File: src/rtl/data_mem_bridge_if.sv
// External data-memory bus: one registered request channel from the bridge and
// an acknowledge/read-data return channel from the memory.
interface data_mem_bridge_if;
  logic        bus_req;
  logic        bus_we;
  logic [31:0] bus_addr;
  logic [31:0] bus_wdata;
  logic        bus_ack;
  logic [31:0] bus_rdata;

  modport master (
    output bus_req,
    output bus_we,
    output bus_addr,
    output bus_wdata,
    input  bus_ack,
    input  bus_rdata
  );

  modport slave (
    input  bus_req,
    input  bus_we,
    input  bus_addr,
    input  bus_wdata,
    output bus_ack,
    output bus_rdata
  );
endinterface

File: src/rtl/data_mem_bridge.sv
// Load/store port to multi-cycle memory bus bridge: posted stores in a circular
// write buffer, store-to-load forwarding, blocking bus reads on load misses.
module data_mem_bridge #(
  parameter int unsigned WB_DEPTH = 2
) (
  input  logic                      clk,
  input  logic                      reset,
  input  logic                      mem_read,
  input  logic                      mem_write,
  input  logic [31:0]               addr,
  input  logic [31:0]               wdata,
  output logic [31:0]               rdata,
  output logic                      stall,
  data_mem_bridge_if.master         bus,
  output logic [$clog2(WB_DEPTH):0] wb_count
);

  localparam int unsigned PtrW = $clog2(WB_DEPTH);
  localparam int unsigned CntW = PtrW + 1;

  typedef logic [PtrW-1:0] ptr_t;
  typedef logic [CntW-1:0] cnt_t;

  typedef enum logic [1:0] {StIdle, StWrite, StRead, StLdone} state_e;

  state_e      state_q, state_d;
  ptr_t        head_q, head_d;
  ptr_t        tail_q, tail_d;
  cnt_t        count_q, count_d;
  logic [29:0] wb_addr_q [WB_DEPTH];
  logic [29:0] wb_addr_d [WB_DEPTH];
  logic [31:0] wb_data_q [WB_DEPTH];
  logic [31:0] wb_data_d [WB_DEPTH];

  logic        bus_req_q, bus_req_d;
  logic        bus_we_q, bus_we_d;
  logic [31:0] bus_addr_q, bus_addr_d;
  logic [31:0] bus_wdata_q, bus_wdata_d;
  logic [31:0] load_q, load_d;

  logic        is_store, is_load, full, hit, load_miss, enq, pop;
  logic [31:0] hit_data;

  // Word accesses only: byte offset is deliberately dropped.
  logic unused_addr_bits;
  assign unused_addr_bits = ^addr[1:0];

  assign is_store  = mem_write;
  assign is_load   = mem_read & ~mem_write;
  assign full      = (count_q == cnt_t'(WB_DEPTH));
  assign load_miss = is_load & ~hit;
  assign enq       = is_store & ~full & (state_q != StRead);
  assign pop       = (state_q == StWrite) & bus.bus_ack;

  // Walk oldest to newest so the newest matching entry wins; the head entry
  // stays visible while its bus write is still outstanding.
  always_comb begin
    hit      = 1'b0;
    hit_data = '0;
    for (int unsigned i = 0; i < WB_DEPTH; i++) begin
      if ((cnt_t'(i) < count_q) && (wb_addr_q[head_q + ptr_t'(i)] == addr[31:2])) begin
        hit      = 1'b1;
        hit_data = wb_data_q[head_q + ptr_t'(i)];
      end
    end
  end

  // Buffer bookkeeping; pop frees a slot only for the following cycle.
  always_comb begin
    wb_addr_d = wb_addr_q;
    wb_data_d = wb_data_q;
    if (enq) begin
      wb_addr_d[tail_q] = addr[31:2];
      wb_data_d[tail_q] = wdata;
    end
    head_d  = head_q + ptr_t'(pop);
    tail_d  = tail_q + ptr_t'(enq);
    count_d = count_q + cnt_t'(enq) - cnt_t'(pop);
  end

  // State register
  always_ff @(posedge clk or negedge reset) begin
    if (!reset) begin
      state_q <= StIdle;
    end else begin
      state_q <= state_d;
    end
  end

  // Next-state logic
  always_comb begin
    state_d = state_q;
    unique case (state_q)
      StIdle: begin
        if (load_miss) begin
          state_d = StRead;
        end else if (count_d != '0) begin
          state_d = StWrite;
        end
      end
      StWrite: begin
        if (bus.bus_ack) begin
          if (load_miss) begin
            state_d = StRead;
          end else if (count_d != '0) begin
            state_d = StWrite;
          end else begin
            state_d = StIdle;
          end
        end
      end
      StRead: begin
        if (bus.bus_ack) begin
          state_d = StLdone;
        end
      end
      StLdone: begin
        state_d = (count_d != '0) ? StWrite : StIdle;
      end
      default: state_d = StIdle;
    endcase
  end

  // Registered bus request: loaded on entry to a transaction, held until ack.
  always_comb begin
    bus_req_d   = bus_req_q;
    bus_we_d    = bus_we_q;
    bus_addr_d  = bus_addr_q;
    bus_wdata_d = bus_wdata_q;
    load_d      = load_q;
    if ((state_q == StRead) && bus.bus_ack) begin
      load_d = bus.bus_rdata;
    end
    unique case (state_d)
      StRead: begin
        if (state_q != StRead) begin
          bus_req_d   = 1'b1;
          bus_we_d    = 1'b0;
          bus_addr_d  = {addr[31:2], 2'b00};
          bus_wdata_d = '0;
        end
      end
      StWrite: begin
        if ((state_q != StWrite) || pop) begin
          bus_req_d   = 1'b1;
          bus_we_d    = 1'b1;
          bus_addr_d  = {wb_addr_d[head_d], 2'b00};
          bus_wdata_d = wb_data_d[head_d];
        end
      end
      default: begin
        bus_req_d   = 1'b0;
        bus_we_d    = 1'b0;
        bus_addr_d  = '0;
        bus_wdata_d = '0;
      end
    endcase
  end

  // Processor-facing outputs
  always_comb begin
    stall = 1'b0;
    rdata = '0;
    unique case (state_q)
      StRead:  stall = 1'b1;
      StLdone: rdata = load_q;
      default: begin
        stall = is_store ? full : load_miss;
        if (is_load && hit) begin
          rdata = hit_data;
        end
      end
    endcase
  end

  always_ff @(posedge clk or negedge reset) begin
    if (!reset) begin
      head_q      <= '0;
      tail_q      <= '0;
      count_q     <= '0;
      bus_req_q   <= 1'b0;
      bus_we_q    <= 1'b0;
      bus_addr_q  <= '0;
      bus_wdata_q <= '0;
      load_q      <= '0;
      for (int unsigned i = 0; i < WB_DEPTH; i++) begin
        wb_addr_q[i] <= '0;
        wb_data_q[i] <= '0;
      end
    end else begin
      head_q      <= head_d;
      tail_q      <= tail_d;
      count_q     <= count_d;
      bus_req_q   <= bus_req_d;
      bus_we_q    <= bus_we_d;
      bus_addr_q  <= bus_addr_d;
      bus_wdata_q <= bus_wdata_d;
      load_q      <= load_d;
      wb_addr_q   <= wb_addr_d;
      wb_data_q   <= wb_data_d;
    end
  end

  assign bus.bus_req   = bus_req_q;
  assign bus.bus_we    = bus_we_q;
  assign bus.bus_addr  = bus_addr_q;
  assign bus.bus_wdata = bus_wdata_q;
  assign wb_count      = count_q;

endmodule
File: src/flat_wrapper.sv
// flat-port wrapper written by rule: the top's interface ports become plain ports
module data_mem_bridge_flat 
#(
  parameter int unsigned WB_DEPTH = 2
)
  (clk, reset, mem_read, mem_write, addr, wdata, rdata, stall, wb_count, bus_bus_req, bus_bus_we, bus_bus_addr, bus_bus_wdata, bus_bus_ack, bus_bus_rdata);
  data_mem_bridge_if bus_i ();
  input  logic clk;
  input  logic reset;
  input  logic mem_read;
  input  logic mem_write;
  input  logic [31:0] addr;
  input  logic [31:0] wdata;
  output logic [31:0] rdata;
  output logic stall;
  output logic [$clog2(WB_DEPTH):0] wb_count;
  output wire logic [$bits(bus_i.bus_req)-1:0] bus_bus_req;
  output wire logic [$bits(bus_i.bus_we)-1:0] bus_bus_we;
  output wire logic [$bits(bus_i.bus_addr)-1:0] bus_bus_addr;
  output wire logic [$bits(bus_i.bus_wdata)-1:0] bus_bus_wdata;
  input wire logic [$bits(bus_i.bus_ack)-1:0] bus_bus_ack;
  input wire logic [$bits(bus_i.bus_rdata)-1:0] bus_bus_rdata;
  assign bus_bus_req = bus_i.bus_req;
  assign bus_bus_we = bus_i.bus_we;
  assign bus_bus_addr = bus_i.bus_addr;
  assign bus_bus_wdata = bus_i.bus_wdata;
  assign bus_i.bus_ack = bus_bus_ack;
  assign bus_i.bus_rdata = bus_bus_rdata;
  data_mem_bridge #(.WB_DEPTH(WB_DEPTH)) u_core (.clk(clk), .reset(reset), .mem_read(mem_read), .mem_write(mem_write), .addr(addr), .wdata(wdata), .rdata(rdata), .stall(stall), .bus(bus_i), .wb_count(wb_count));
endmodule
File: config.mk
export PLATFORM = sky130hd
export DESIGN_NAME = data_mem_bridge_flat
export DESIGN_NICKNAME = d
export VERILOG_FILES = /design/src/rtl/data_mem_bridge_if.sv /design/src/rtl/data_mem_bridge.sv /design/src/flat_wrapper.sv
export SDC_FILE = /design/constraint.sdc
export NUM_CORES = 1
export LEC_CHECK = 0
export CAP_MARGIN = 20
export CORE_MARGIN = 2
export CORE_UTILIZATION = 58
export DETAILED_ROUTE_END_ITERATION = 8
export GPL_ROUTABILITY_DRIVEN = 1
export PLACE_DENSITY = 0.94
export SETUP_SLACK_MARGIN = 0.4
export SLEW_MARGIN = 10
export SYNTH_ARGS = -nofsm -noshare
export SYNTH_HDL_FRONTEND = slang
export SYNTH_SLANG_ARGS = --single-unit
File: constraint.sdc
create_clock -name clk -period 8.23 [get_ports clk]
set_input_delay 1.646 -clock clk [delete_from_list [all_inputs] [get_ports clk]]
set_output_delay 1.646 -clock clk [all_outputs]
set_load 0.05 [all_outputs]
==> summary.md <==
| Metric | Value |
|---|---|
| Crit-path max FO | 48 |
| CP endpoint kind | output port |
| Worst VDD drop | about 0.3 mV |
| Worst-Skew Late Latency | 520 ps |
| Vias | about 10000 |
| CTS tree | built |
| Initial Util | 0.5878 |
| Antenna violations before repair | 1 |
| Gr ovfl total | 0 |
| # Post-CTS Setup Buffers | 0 |
| CP peak stage delay | 880 ps |
| IO Pins | 202 |
| Largest net degree at the start of global routing | between 100 and 150 |
| Final setup fails | 0 |
| Most used cell, CP | clkdlybuf4s50_1 |
| Commonest non-fill, non-tap cell in the layout | dfrtp_1 |
| Critical-path cell list | clkdlybuf4s50_1 -> xnor2_1 -> nor4_2 -> and4_2 -> buf_4 -> a22oi_1 -> a311oi_1 -> o21ai_1 -> clkdlybuf4s50_1 |
| Critical Path AT | roughly 5500 ps |
| Tot GR Track Use | 0.2970 |
| CTS Buffer Depth | 3 |
| DRT iter0 DRCs | between 800 and 900 |
| Post-synth design cell area | approximately 0.012 sq mm |
| Drt drc | 0 |
| RD Place Congestion | ~0.90 |
| Relative slew slack | 0.2585 |
| Min-delay worst type | reg -> reg |
| Status | finished, final reports clean |
| Fin. Hold Viols | 0 |
| CP startpoint kind | input port |
| Hpwl dp | 21690 um |
| Input/output buffers | between 150 and 200 |
| CP Class | in -> out |
| Non-filler cells, final | 1590 |
| Max-cap viol count | 0 |
| Post-synthesis sequential area ratio | 0.4592 |
| Drt first pass iters | 5 |
| Worst Path Required | between 6000 and 7000 ps |
| Avg WL per Cell | between 20 and 25 um |
| Pre-CTS WS | approximately 1300 ps |
| Max-slew violation count | 0 |
| Hold-fix buffers, CTS | 0 |
| Total Power | roughly 7.3 mW |
| Cell Area, Placed | 0.01432 sq mm |
| Fin crit share | 0.8635 |
| Slew @ Worst Pin | about 1100 ps |
| Final ANT Viol Nets | 0 |
| H-tree Lvls | 1 |
| Die Ht | 149.7 um |
| PD cells | between 400 and 500 mW/mm^2 |
| Post-DR vias/cell | approximately 6.3 |
| First-pass GRT wire length | approximately 53000 um |
| # rows | 53 |
| Core ar. | between 0.02 and 0.025 sq mm |
| Avg Cell Area, Syn | between 10 and 15 sq um |
| Design Area, Final | around 0.015 sq mm |
| Leak pwr | 6.368 nW |
| # resized after CTS | 0 |
| Vias in the first global route | between 10000 and 15000 |
| Setup Skew | between 15 and 20 ps |
| Commonest cells after routing, fill and taps aside | 225 x dfrtp_1, 196 x clkdlybuf4s50_1, 168 x nand2_1, 156 x mux2_2, 90 x mux2i_1 |
| Die area | approximately 0.022 sq mm |
| Total CTS buffers | 25 |
| Slowest CP cell | and4_2 |
| Nets@finish | ~1400 |
| Proportion of layout cells with a drive suffix above 1 | 0.1743 |
| Worst setup margin | 1124 ps |
| Max Clk Rate | 0.1407 GHz |
| Clk slew on worst S/H paths | 60 ps |
| RSZ-0062 raised after global routing | false |
| Synthesis-to-finish area growth | 23.77% |
| Setup TNS | 0 ps |
| Cell variety after synth | 36 |
| Placed Cells | 1544 |
| #FFs+latches synth | roughly 230 |
| Clock Tree Root | clkbuf_16 |
| CTS Sinks | 226 |
| Min Tclk post-route | between 7000 and 8000 ps |
| Yosys Warn Count | 0 |
| Synth Instances | between 1000 and 1500 |
| Routed wire length | approximately 34000 um |
| Die Wd | ~150 um |
| Final-layout fill cell count | roughly 1300 |
==> per-stage QoR <==
step	utilization	hold WS (ps)
after floorplan	-	463.3
after global placement	0.6826	455.0
after detailed placement	0.6833	467.9
after CTS	0.7261	482.1
after global routing	0.7274	499.7
final	0.7275	477.7
==> worst paths after layout <==
| kind | startpoint | to | slack (ps) | depth (start not counted) |
|---|---|---|---|---|
| max in group asynchronous | reset | u_core.head_q$_DFF_PN0_ | 5580 | 3 |
| worst min-delay path | u_core.bus.bus_wdata[20]$_DFFE_PN0P_ | u_core.bus.bus_wdata[20]$_DFFE_PN0P_ | 480 | 2 |
| worst max register to register | u_core.head_q$_DFF_PN0_ | u_core.bus.bus_wdata[28]$_DFFE_PN0P_ | 2800 | 13 |
| min in group asynchronous | reset | u_core.load_q[0]$_DFFE_PN0P_ | 1270 | 1 |
| worst min register to register | u_core.bus.bus_wdata[20]$_DFFE_PN0P_ | u_core.bus.bus_wdata[20]$_DFFE_PN0P_ | 480 | 2 |
| worst max-delay path | addr[8] | rdata[18] | 1120 | 9 |
==> sequential cells by signal, summed over array words and instances, names as in the netlist, 2 cells and up <==
signal                flops
u_core.load_q            32
u_core.wb_addr_q         60
u_core.wb_data_q         64
u_core.wb_count           2
u_core.state_q            2
u_core.bus.bus_addr      30
u_core.bus.bus_wdata     32
==> report_power, final <==
group          total [mW]  internal, mW  switching [mW]
registers            2.10          1.66           0.443
clock network        1.21         0.759           0.453
logic                3.97          1.66            2.31
total                7.28          4.08            3.20
==> final cells by class <==
cell class	count	area [sq um]	area share
diodes	1	2.502	0.0001641
clock buffers	34	709.4	0.04654
clock inverters	10	186.4	0.01223
inverters	10	37.54	0.002462
multi-input cells	821	6181	0.4055
flip-flops and latches	226	5659	0.3712
well taps	275	344.1	0.02257
repair buffers	213	2125	0.1394
==> critical path: cells and delay by family <==
family,cells,cell delay [ps]
AOI/OAI and AO/OA,3,690
xor gates and xnor gates,1,220
buffers and inverters,3,1650
and+or+nand+nor,2,1230
==> logic make-up (layout without fill, tap and decap cells) <==
| kind of cell | count (synthesis) | count (layout) | share of synthesized area |
|---|---|---|---|
| other | 1 | 3 | 0.0003045 |
| xor gates and xnor gates | 64 | 64 | 0.04551 |
| muxes | 246 | 246 | 0.2158 |
| AOI/OAI and AO/OA | 198 | 198 | 0.1174 |
| DFF | 226 | 226 | 0.4592 |
| and+or+nand+nor | 307 | 307 | 0.1157 |
| adders and majority gates | 4 | 4 | 0.004064 |
| buffers and inverters | 104 | 267 | 0.04206 |
==> cell usage after synthesis <==
cell,n,area share
and4_1,33,0.023
buf_1,3,0.00091
nand2_1,169,0.052
or2_2,1,0.00051
buf_4,9,0.0055
nor4_2,3,0.0030
xor2_1,1,0.00071
o21ai_0,8,0.0033
xnor2_1,63,0.045
ha_1,4,0.0041
dfrtp_1,226,0.46
a311oi_1,32,0.023
nor3_1,5,0.0020
inv_1,8,0.0024
nor2b_1,2,0.0010
conb_1,1,0.00030
and2_1,2,0.0010
mux2i_1,90,0.073
o22ai_1,1,0.00051
buf_6,9,0.0082
o41ai_1,32,0.023
o21ai_1,58,0.024
nor4_1,16,0.0081
a22o_1,1,0.00071
a211oi_2,1,0.0010
nand3_1,1,0.00041
a22oi_1,33,0.020
nand4_1,7,0.0036
inv_2,2,0.00061
mux2_2,156,0.14
clkbuf_1,52,0.016
nor2_1,67,0.020
nand3b_1,1,0.00061
a2111oi_0,1,0.00071
buf_2,21,0.0085
a2bb2oi_1,31,0.022
==> layer usage <==
metal  vias up  GRT usage  wire length [um]
li1       4491          -                 -
met1      5007     0.3751             13400
met2       434     0.5156             16970
met3        84    0.05305              2598
met4         0     0.1028              1017
met5         -          0                 0
(Power assumes the default switching activity.)
